`config.mk`:
```
export PLATFORM = sky130hd
export DESIGN_NAME = iobus_master
export DESIGN_NICKNAME = d
export VERILOG_FILES = /design/src/rtl/iobus_pkg.sv /design/src/rtl/iobus_req_fifo.sv /design/src/rtl/iobus_master.sv
export SDC_FILE = /design/constraint.sdc
export NUM_CORES = 1
export LEC_CHECK = 0
export CAP_MARGIN = 20
export CORE_UTILIZATION = 52
export CTS_CLUSTER_DIAMETER = 60
export DETAILED_ROUTE_END_ITERATION = 10
export PLACE_DENSITY = 0.9
export SLEW_MARGIN = 20
export SYNTH_ARGS = -nofsm -noshare
export SYNTH_HDL_FRONTEND = slang
export SYNTH_HIERARCHICAL = 1
export SYNTH_SLANG_ARGS = --single-unit
```
`constraint.sdc`:
```
create_clock -name clk -period 11.7 [get_ports clk]
set_clock_uncertainty 0.05 [all_clocks]
set_input_delay 2.34 -clock clk [delete_from_list [all_inputs] [get_ports clk]]
set_output_delay 2.34 -clock clk [all_outputs]
set_load 0.1 [all_outputs]
```
`src/rtl/iobus_pkg.sv`:
```
// Shared definitions for the I/O bus initiator: default widths, the responder
// address map and the issue FSM encoding.
package iobus_pkg;

  localparam int unsigned AW_DEF = 8;
  localparam int unsigned DW_DEF = 32;

  localparam logic [7:0] ADDR_LEDS     = 8'h00;
  localparam logic [7:0] ADDR_SWITCHES = 8'h01;
  localparam logic [7:0] ADDR_VGAADDR  = 8'h02;
  localparam logic [7:0] ADDR_VGADATA  = 8'h03;

  typedef enum logic [1:0] {
    ST_IDLE   = 2'd0,
    ST_ISSUE  = 2'd1,
    ST_RDWAIT = 2'd2
  } iss_state_e;

  // Queue pointers carry one extra wrap bit above the entry index.
  function automatic int unsigned ptr_w(input int unsigned depth);
    return int'($clog2(depth)) + 1;
  endfunction

endpackage

```
`src/rtl/iobus_req_fifo.sv`:
```
// Request queue holding {write, addr, wrdata}; head entry is presented
// combinationally from storage, full/empty come from the pointer wrap bit.
module iobus_req_fifo
  import iobus_pkg::*;
#(
  parameter int unsigned DEPTH = 2,
  parameter int unsigned AW    = AW_DEF,
  parameter int unsigned DW    = DW_DEF
) (
  input  logic          clk,
  input  logic          rst,
  input  logic          i_push,
  input  logic          i_write,
  input  logic [AW-1:0] i_addr,
  input  logic [DW-1:0] i_wrdata,
  input  logic          i_pop,
  output logic          o_full,
  output logic          o_empty,
  output logic          o_head_write,
  output logic [AW-1:0] o_head_addr,
  output logic [DW-1:0] o_head_wrdata
);

  localparam int unsigned PW = ptr_w(DEPTH);
  localparam int unsigned IW = PW - 1;

  logic [PW-1:0]  r_wptr;
  logic [PW-1:0]  r_rptr;
  logic [DEPTH-1:0] r_write;
  logic [AW-1:0]  r_addr   [DEPTH];
  logic [DW-1:0]  r_wrdata [DEPTH];

  logic w_do_push;
  logic w_do_pop;

  assign o_empty   = (r_wptr == r_rptr);
  assign o_full    = (r_wptr[PW-1] != r_rptr[PW-1]) &&
                     (r_wptr[IW-1:0] == r_rptr[IW-1:0]);
  assign w_do_push = i_push && !o_full;
  assign w_do_pop  = i_pop && !o_empty;

  assign o_head_write  = r_write[r_rptr[IW-1:0]];
  assign o_head_addr   = r_addr[r_rptr[IW-1:0]];
  assign o_head_wrdata = r_wrdata[r_rptr[IW-1:0]];

  always_ff @(posedge clk) begin
    if (rst) begin
      r_wptr <= '0;
      r_rptr <= '0;
    end else begin
      if (w_do_push) r_wptr <= r_wptr + 1'b1;
      if (w_do_pop)  r_rptr <= r_rptr + 1'b1;
    end
  end

  // Storage needs no reset: entries are only read between push and pop.
  always_ff @(posedge clk) begin
    if (w_do_push) begin
      r_write[r_wptr[IW-1:0]]  <= i_write;
      r_addr[r_wptr[IW-1:0]]   <= i_addr;
      r_wrdata[r_wptr[IW-1:0]] <= i_wrdata;
    end
  end

endmodule

```
`src/rtl/iobus_master.sv`:
```
// Sole initiator on the 8-bit-address / 32-bit-data I/O bus: queues CPU
// loads/stores, drives stage-3a strobes and returns stage-4a read data in order.
//
// state     | meaning
// ST_IDLE   | no strobe this cycle
// ST_ISSUE  | exactly one strobe (read or write) this cycle
// ST_RDWAIT | read in flight, bus__rddata_4a captured at the end of this cycle
module iobus_master
  import iobus_pkg::*;
#(
  parameter int unsigned QDEPTH = 2,
  parameter int unsigned AW     = AW_DEF,
  parameter int unsigned DW     = DW_DEF
) (
  input  logic          clk,
  input  logic          rst,
  input  logic          req_valid,
  output logic          req_ready,
  input  logic          req_write,
  input  logic [AW-1:0] req_addr,
  input  logic [DW-1:0] req_wrdata,
  output logic          resp_valid,
  input  logic          resp_ready,
  output logic [DW-1:0] resp_rddata,
  output logic          busy,
  output logic          bus__rdstrobe_3a,
  output logic          bus__wrstrobe_3a,
  output logic [AW-1:0] bus__address_3a,
  output logic [DW-1:0] bus__wrdata_3a,
  input  logic [DW-1:0] bus__rddata_4a
);

  iss_state_e    r_state;
  logic          r_rdstrobe;
  logic          r_wrstrobe;
  logic [AW-1:0] r_address;
  logic [DW-1:0] r_wrdata;
  logic          r_resp_valid;
  logic [DW-1:0] r_resp_rddata;

  logic          w_push;
  logic          w_pop;
  logic          w_full;
  logic          w_empty;
  logic          w_head_write;
  logic [AW-1:0] w_head_addr;
  logic [DW-1:0] w_head_wrdata;
  logic          w_rd_inflight;

  // No bypass: a full queue refuses even when the head pops this cycle.
  assign req_ready = !rst && !w_full;
  assign w_push    = req_valid && req_ready;

  iobus_req_fifo #(
    .DEPTH (QDEPTH),
    .AW    (AW),
    .DW    (DW)
  ) u_req_fifo (
    .clk           (clk),
    .rst           (rst),
    .i_push        (w_push),
    .i_write       (req_write),
    .i_addr        (req_addr),
    .i_wrdata      (req_wrdata),
    .i_pop         (w_pop),
    .o_full        (w_full),
    .o_empty       (w_empty),
    .o_head_write  (w_head_write),
    .o_head_addr   (w_head_addr),
    .o_head_wrdata (w_head_wrdata)
  );

  // Nothing issues behind an in-flight read, which keeps strict FIFO order;
  // a read additionally waits for the previous response to be consumed.
  assign w_rd_inflight = r_rdstrobe || (r_state == ST_RDWAIT);
  assign w_pop         = !w_empty && !w_rd_inflight &&
                         (w_head_write || !r_resp_valid);

  always_ff @(posedge clk) begin
    if (rst) begin
      r_state       <= ST_IDLE;
      r_rdstrobe    <= 1'b0;
      r_wrstrobe    <= 1'b0;
      r_address     <= '0;
      r_wrdata      <= '0;
      r_resp_valid  <= 1'b0;
      r_resp_rddata <= '0;
    end else begin
      r_rdstrobe <= 1'b0;
      r_wrstrobe <= 1'b0;
      if (r_resp_valid && resp_ready) r_resp_valid <= 1'b0;

      case (r_state)
        ST_IDLE, ST_ISSUE: begin
          if (w_pop) begin
            r_state   <= ST_ISSUE;
            r_address <= w_head_addr;
            if (w_head_write) begin
              r_wrstrobe <= 1'b1;
              r_wrdata   <= w_head_wrdata;
            end else begin
              r_rdstrobe <= 1'b1;
            end
          end else if (r_rdstrobe) begin
            r_state <= ST_RDWAIT;
          end else begin
            r_state <= ST_IDLE;
          end
        end
        ST_RDWAIT: begin
          r_resp_valid  <= 1'b1;
          r_resp_rddata <= bus__rddata_4a;
          r_state       <= ST_IDLE;
        end
        default: r_state <= ST_IDLE;
      endcase
    end
  end

  assign bus__rdstrobe_3a = r_rdstrobe;
  assign bus__wrstrobe_3a = r_wrstrobe;
  assign bus__address_3a  = r_address;
  assign bus__wrdata_3a   = r_wrdata;
  assign resp_valid       = r_resp_valid;
  assign resp_rddata      = r_resp_rddata;
  assign busy             = !w_empty || w_rd_inflight || r_resp_valid;

  a_one_strobe: assert property (@(posedge clk) !(r_rdstrobe && r_wrstrobe));

endmodule

```
# Yosys cells after proc, flatten, opt, wreduce, memory -nomap -nowiden
# Memory sizes are Yosys's and may differ from the RTL's. A register that Yosys moved wholly into a read port is not among the register bits.
# Cells that the tools add are included.
[totals] ff_bits=43 latchBits=0 mem_bits_rw=80 mem_bits_ro=0 inputBits=77 output_inout_bits=77 memories=2
[mem_list] name="u_req_fifo.r_wrdata" words=2 word_bits=32 read_ports=1 rd_clocked_by_memory_dff=1 wr=1 line="iobus_req_fifo.sv:31" rtl="logic [DW-1:0] r_wrdata [DEPTH];"
[mem_list] name="u_req_fifo.r_addr" words=2 word_bits=8 read_ports=1 rd_clocked_by_memory_dff=1 wr=1 line="iobus_req_fifo.sv:30" rtl="logic [AW-1:0] r_addr [DEPTH];"
[classes] add_sub_neg=2 multipliers=0 n_div=0 order_cmp=3 n_eq_ne=5 n_shift=0 muxes=13 bitwise_logic=2 n_reduce_logical=26
[op_table] operator="$mux W1" count=10
[op_table] operator="$logic_and A1 B1 Y1" count=9
[op_table] operator="$reduce_or A3 Y1" count=2
[op_table] operator="$logic_not A1 Y1" count=5
[op_table] operator="$add A2 B1 Y2 const B" count=2
[op_table] operator="$logic_or A1 B1 Y1" count=4
[op_table] operator="$lt A1 B2 Y1 const B" count=2
[op_table] operator="$reduce_or A2 Y1" count=2
[op_table] operator="$reduce_and A3 Y1" count=1
[op_table] operator="$bwmux W2" count=1
[op_table] operator="$eq A2 B1 Y1 const B" count=1
[op_table] operator="$eq A2 B2 Y1" count=1
[op_table] operator="$eq A2 B2 Y1 const B" count=1
[op_table] operator="$logic_not A2 Y1" count=1
[op_table] operator="$mux W2" count=1
[op_table] operator="$not A1 Y1" count=2
[op_table] operator="$reduce_and A2 Y1" count=1
[op_table] operator="$reduce_bool A2 Y1" count=1
[op_table] operator="$demux W1 S1" count=1
[op_table] operator="$eq A1 B1 Y1" count=1
[op_table] operator="$ge A1 B1 Y1 const B" count=1
[op_table] operator="$ne A1 B1 Y1" count=1

# Logic depth before layout (Yosys ltp)
# Gate-level depths: netlist of the first run.
[logic_depth] depth_word=8 depth_mapped=8 mapped_depth_nobuf=7

# Cells and area by module
# The synthesis of the first run kept the hierarchy.
[modules_own_cells] mod="iobus_req_fifo" instances=1 cells_per_inst=160 area_per_inst_um2=3228.1 seq_area_each_um2=2562.5
[modules_own_cells] mod="iobus_master" instances=1 cells_per_inst=335 area_per_inst_um2=2760.1 seq_area_each_um2=1541.5

# Worst setup path after synthesis of the first run
# No wires, ideal clock.
[synth_path] path_kind="input-to-reg" from="input rst" to="memory u_req_fifo/r_addr[1][0] in the netlist's numbering, enable pin" setup_ns=0.453 arrival_time_ns=6.294 t_required_ns=11.197 setup_slack_ns=4.903 path_stages=5 n_path_buf=1 cell_sequence="clkbuf_1 nor2_1 and2_1 nand2_1 a21oi_1"
[synth_between] elab_chain_cells=6
[synth_rtl] item="start, declared" line="iobus_master.sv:16" rtl="input logic rst,"
[synth_rtl] item="$logic_not A1 Y1" line="iobus_master.sv:51" rtl="assign req_ready = !rst && !w_full;"
[synth_rtl] item="$logic_and A1 B1 Y1" line="iobus_master.sv:51"
[synth_rtl] item="via req_ready" line="iobus_master.sv:18" rtl="output logic req_ready,"
[synth_rtl] item="$logic_and A1 B1 Y1" line="iobus_master.sv:52" rtl="assign w_push = req_valid && req_ready;"
[synth_rtl] item="via w_push" line="iobus_master.sv:41" rtl="logic w_push;"
[synth_rtl] item="$logic_and A1 B1 Y1" line="iobus_req_fifo.sv:39" rtl="assign w_do_push = i_push && !o_full;"
[synth_rtl] item="$mux W1" line="iobus_req_fifo.sv:58" rtl="if (w_do_push) begin"
[synth_rtl] item="$mux W1 (not written as such)" line="iobus_req_fifo.sv:60" rtl="r_addr[r_wptr[IW-1:0]] <= i_addr;"
[synth_rtl] item="end, declared" line="iobus_req_fifo.sv:30"
# The timed path passes the listed nets, and every way through them passes these cells.

# Final worst setup path of the first run
[layout_path] from="input rst" to="output req_ready"
[layout_between] elab_chain_cells=2
[layout_rtl] item="$logic_not A1 Y1" line="iobus_master.sv:51"
[layout_rtl] item="$logic_and A1 B1 Y1" line="iobus_master.sv:51"
[layout_rtl] item="end, declared" line="iobus_master.sv:18"
# Every way passes these cells.

==> metrics, run 1 <==
DP Area 7602 µm²; vias per std cell 5.276; crit path DAT 4270 ps; First DRT Iteration DRCs approximately 250; Final Hold Vio Count 0; vias in the first global route 4142; grt ovf 0; WHS Path Cells 2; outcome finished clean; Avg WL per Cell 16.40 µm; Worst slew margin 31.55%; crit end category output pin; Worst setup SP type input port; top_reg_cell synth edfxtp_1; number of synthesized flops with an enable pin slightly above 80; first-pass GRT wire length 20030 µm; period utilisation layout 56.95%; GRT Util Overall 22.67%; PostCTS Resize Cnt 0; share of cells above drive strength 1 13.30%; CTS max path bufs 2; GPL Wtd Cong 0.7849; DR vias roughly 4200; synth unique cells 28; Nets 718; depth of the most critical reg-to-reg path 6; FF+latch count, synth 164; number of setup buffers added after CTS 0; Starting Density 54.29%; Die ar. 11950 µm²; CTS root buf clkbuf_16; Slowest cell on crit path clkdlybuf4s50_1; Period minus WS final 6664 ps; most used cells in the layout excluding fill and tap cells clkdlybuf4s50_1, nand2_1, edfxtp_1; CP peak stage delay 1010 ps; CTS Buf Count 17; worst-skew pair later-pin latency a little over 400 ps; core area between 10000 and 15000 µm²; Mapped Cells 495; Slew Limit Fails 0; multiplexer share of the synthesized area 9.382%; worst setup path class in -> out; adder-cell share of the synthesized area 0%; max-cap violations 0; crit path cell chain buf_2 > buf_4 > nor2_1 > clkdlybuf4s50_1; Cell Area, Synth 5988 µm²; complex-gate fraction of the synthesized area 6.519%; diode count 0; asr flop ratio synth 0%; Syn Area/Cell 12.10 µm²; xor/xnor share of the synthesized area less than 1%; Least-Margin Pin Slew slightly above 1000 ps; Yosys warning total 6; leak pwr 2.775 nW; simple-gate share of the synthesized area roughly 12%; P per Cell Area around 250 nW/µm²; critical path peak fanout 90; Hold Path Class reg -> reg; clock-pin slew on the worst setup and hold paths 60 ps; combinational family with the most area after synthesis simple AND/OR/NAND/NOR gates; Layout area overhead 36.69%; Crit. path cell count 4; FMAX 150.1 MHz; final wirelength 13020 µm; DRT Pass-1 Iters 5; RSZ-0062 raised after global routing false; remaining antenna violation count after routing 0; final setup violation count 0; delay-heaviest family, CP buffers and inverters; DRC 0; hold buffers post-CTS 0; Setup TNS 0 ps; post-DP HPWL just over 8000 µm; post-route cell area between 8000 and 9000 µm²; htree depth 4; most common cell after layout, fill and taps aside clkdlybuf4s50_1; Peak VDD IR 0.0002158 V; Syn Nets 572; Die X about 110 µm; CTS tree built; row cnt 38; io pins 154; CTS Sinks 164; initial antenna violation count 0; largest net degree at the start of global routing 91; Port Buffers about 150; Crit path buffers/inverters 3; Critical Path RT just over 9000 ps; sequential-to-total area share from yosys stat 68.53%; Chip Height ~110 µm
[layer usage]
layer	routed length, µm	up-vias	global-route usage (%)
met3	531	15	4.327
met2	7068	121	41.69
li1	-	2007	-
met5	0	-	0
met1	5215	2046	25.50
met4	208	0	9.905
[cells by family after synthesis]
logic type / count (synthesis)
flip-flops: 164
AO/OA/AOI/OAI: 73
XOR/XNOR: 3
AND/OR/NAND/NOR: 172
multiplexers: 51
buffers and inverters: 32
[through the flow]
| step | total power [W] | hold slack, ps | util (%) | std cells | setup slack, ps |
|---|---|---|---|---|---|
| global placement | 0.001522 | 393.1 | 68.92 | 762 | 5078 |
| global route | 0.002136 | 424.1 | 74.21 | 794 | 4940 |
| finish | 0.002063 | 403.8 | 74.21 | 794 | 5036 |
| CTS | 0.002069 | 406.8 | 74.07 | 794 | 5058 |
| floorplan | 0.001356 | 442.5 | - | 495 | 4903 |
| detailed placement | 0.001542 | 398.1 | 68.92 | 762 | 5067 |
[synth_stat cells, types with 2 or more instances]
| master | instances | share of area [%] |
|---|---|---|
| a21oi_1 | 68 | 5.7 |
| nand2b_1 | 18 | 1.9 |
| nor4_1 | 2 | 0.21 |
| edfxtp_1 | 82 | 41 |
| clkbuf_1 | 14 | 0.88 |
| nor3b_1 | 2 | 0.25 |
| mux2i_1 | 10 | 1.7 |
| nand2_1 | 132 | 8.3 |
| dfxtp_1 | 82 | 27 |
| buf_2 | 13 | 1.1 |
| xor2_1 | 2 | 0.29 |
| a311oi_1 | 2 | 0.29 |
| nor2_1 | 9 | 0.56 |
| mux2_2 | 41 | 7.7 |
| nor2b_1 | 3 | 0.31 |
| buf_6 | 3 | 0.56 |
[tightest hold or removal path, cell delays in order (launching register included)]
cell     delay (ps)
dfxtp_1         310
nand2_1          50
a21oi_1          50
[cell type report]
cell class                      instances  area [µm²]
Clock inverter                         13       113.9
Fill cell                             740        2845
Clock buffer                           19       454.2
Inverter                                1       3.754
Timing Repair Buffer                  158        1564
Tap cell                              140       175.2
Sequential cell                       164        4105
Multi-Input combinational cell        299        1769
[sequential cells by signal, summed over array words and instances (netlist names), named ones only]
| register | flops |
|---|---|
| bus__wrdata_3a | 32 |
| u_req_fifo/r_wrdata | 64 |
| resp_rddata | 32 |
| bus__address_3a | 8 |
| u_req_fifo/r_addr | 16 |
| u_req_fifo/r_rptr | 2 |
| u_req_fifo/r_wptr | 2 |
| r_state | 2 |
| resp_valid | 1 |
| bus__rdstrobe_3a | 1 |
| bus__wrstrobe_3a | 1 |
| u_req_fifo/r_write | 2 |
[worst paths after layout]
| path | startpoint | to | slack [ps] |
|---|---|---|---|
| max | rst | req_ready | 5040 |
| min | bus__wrdata_3a[17] | bus__wrdata_3a[17] | 400 |
| max reg2reg | u_req_fifo/r_rptr[1] | u_req_fifo/r_rptr[1] | 9120 |
| min reg2reg | bus__wrdata_3a[17] | bus__wrdata_3a[17] | 400 |
[power by group]
group | internal [W] | total, W | switching (W)
combinational | 0.000231 | 0.000779 | 0.000548
clock | 0.000292 | 0.000525 | 0.000234
sequential | 0.000683 | 0.000758 | 0.0000748
total | 0.00121 | 0.00206 | 0.000856
Note: power is estimated with default switching activity, not from simulation.
==> run 2, diff against run 1 <==
- CORE_UTILIZATION: 52 -> 48
- PLACE_DENSITY: 0.9 -> 0.85
- clock period: 11.7 -> 6.4 ns (I/O delays scaled with it)
==> run 2 against run 1 <==
  * Routed wire length decreased by 1.6%
  * Clock-buffer cell count increased by 1
  * Flip-flop and latch count stayed put
  * Non-clock buffer count did not move
  * Total power increased by 81%
  * Critical path depth is the same
  * Cell area grew 0.40%
  * Setup slack worse by 2700 ps
  * Combinational power grew 84%
  * Via count down 2.1%
  * Highest routed layer unchanged
==> metrics, run 2 (synthesis gave the netlist of run 1 again) <==
outcome finished clean; grt ovf 0 (unchanged); max-cap violations 0 (unchanged); Switching Fraction 40.60% (-0.91 points); worst setup path class reg -> out; first-pass GRT wire length 20100 µm (+0.34%); post-DP HPWL 8284 µm (+2.2%); crit path DAT 2720 ps (-1550 ps); Post-Route M1 WL 5212 µm (about the same); Seq pwr share 36.8% (about the same); total power 0.003733 W (+81%); final wirelength 12820 µm (-1.6%); Internal Dissipation 0.002218 W (+84%); Chip Height 113.7 µm (+4.0%); Starting Density 49.65% (-4.6 points); diode count 0 (unchanged); number of setup buffers added after CTS 0 (unchanged); CTS Buf Count 17 (unchanged); CTS max path bufs 2 (unchanged); hold_ws 403.1 ps (-0.7660 ps); CTS tree built; DR vias 4103 (-2.1%); depth of the most critical reg-to-reg path 5 (-1); Filler cells 871 (+18%); First DRT Iteration DRCs 248 (unchanged); htree depth 4 (unchanged); met2 wire length 6899 µm (-2.4%); row cnt 40 (+5.3%); initial antenna violation count 0 (unchanged); vias in the first global route 4122 (-0.48%); clock share of power 25.0% (-0.5 points); Layout area overhead 37.23%; P per Cell Area 454.3 nW/µm² (+80%); Period minus WS final 4048 ps; critical path peak fanout 5 (-94%); crit end category output pin; Largest register FFs 64 (unchanged); final setup violation count 0 (unchanged); CTS root buf clkbuf_16; Port Buffers 153 (unchanged); NetSw 0.001516 W (+77%); Avg WL per Cell 15.59 µm (-4.9%); Die X 113.7 µm (+4.0%); Final Hold Vio Count 0 (unchanged); GRT Util Overall 20.78% (-1.9 points); leak pwr 2.756 nW (-0.68%); Comb pwr share 38.2% (+0.4 points); period utilisation layout between 60 and 70%; remaining antenna violation count after routing 0 (unchanged); io pins 154 (unchanged); PostCTS Resize Cnt 0 (unchanged); clock-pin slew on the worst setup and hold paths 60 ps (about the same); vias per std cell 4.991 (-5.4%); Least-Margin Pin Slew 1009 ps (-14.33 ps); share of cells above drive strength 1 13.00% (-0.31 points); Die ar. 12930 µm² (+8.2%); largest net degree at the start of global routing 90 (-1.1%); hold buffers post-CTS 0 (unchanged); most common cell after layout, fill and taps aside clkdlybuf4s50_1; total length of routed met3 wires 558 µm (+5.1%); core area 12060 µm² (+9.3%); Reg2Reg Setup Slack 3790 ps (-5330 ps); largest reg by FF count u_req_fifo/r_wrdata; Critical Path RT 5070 ps (-4240 ps); DRC 0 (unchanged); Worst setup SP type register; CTS Sinks 164 (unchanged); GPL Wtd Cong 0.7260 (-7.5%); Hold Path Class reg -> reg; Setup TNS 0 ps (unchanged); Core Util, Final 68.13% (-6.1 points); Worst slew margin 32.51% (+0.96 points); Peak VDD IR 0.0004003 V (+86%); WHS Path Cells 2 (unchanged); DRT Pass-1 Iters 4 (-1); worst-skew pair later-pin latency 410 ps (about the same); most used cells in the layout excluding fill and tap cells clkdlybuf4s50_1, nand2_1, edfxtp_1; uppermost layer routed met4; Slew Limit Fails 0 (unchanged); Nets 718 (unchanged); RSZ-0062 raised after global routing false; FMAX 247.1 MHz
==> run 2: cell count changes in the layout (fill, tap and decap cells not counted), moves of 2 or more <==
| cell | change |
|---|---|
| clkinvlp_4 | +4 |
| inv_6 | -4 |
| clkinv_1 | +2 |
| clkinv_4 | -2 |
| inv_8 | -2 |
==> run 2: final timing paths <==
| kind | startpoint | endpoint |
|---|---|---|
| max | u_req_fifo/r_rptr[1] | busy |
| min | bus__wrdata_3a[22] | bus__wrdata_3a[22] |
| max reg2reg | u_req_fifo/r_rptr[1] | bus__wrdata_3a[15] |
| min reg2reg | bus__wrdata_3a[22] | bus__wrdata_3a[22] |
==> run 2: critical path, stage by stage, from the launching register on <==
cell,delay [ps]
dfxtp_1,450
xor2_1,370
nor2_1,220
nand3_1,110
clkdlybuf4s50_1,1160
==> run 2: layout make-up <==
class                   count  area (µm²)  area share [%]
clock inverters            12       106.4           1.294
flip-flops and latches    164        4105           49.95
clock buffers              20       446.7           5.435
multi-input cells         299        1762           21.44
inverters                   1       3.754         0.04568
well taps                 168       210.2           2.558
repair buffers            158        1584           19.28
==> run 2: routing by layer <==
metal,track usage [%],up-vias
li1,-,1996
met2,37.44,133
met5,0,-
met3,5.792,11
met4,8.509,0
met1,23.10,1963
==> run 2: power groups by stage <==
stage / clock, W / combinational, W / sequential [W]
2_1_floorplan: 0 / 0.000528 / 0.00195
3_3_place_gp: 0 / 0.00140 / 0.00139
3_5_place_dp: 0 / 0.00143 / 0.00140
4_1_cts: 0.000951 / 0.00143 / 0.00138
5_1_grt: 0.00100 / 0.00149 / 0.00140
6_report: 0.000932 / 0.00143 / 0.00138
==> run 2: stage by stage <==
step | instance area, µm² | setup slack, ps | cells
finish | 8218 | 2352 | 822
global route | 8218 | 2216 | 822
CTS | 8215 | 2003 | 822
detailed placement | 7662 | 2361 | 790
global placement | 7630 | 2421 | 789
floorplan | 5988 | 663.5 | 495
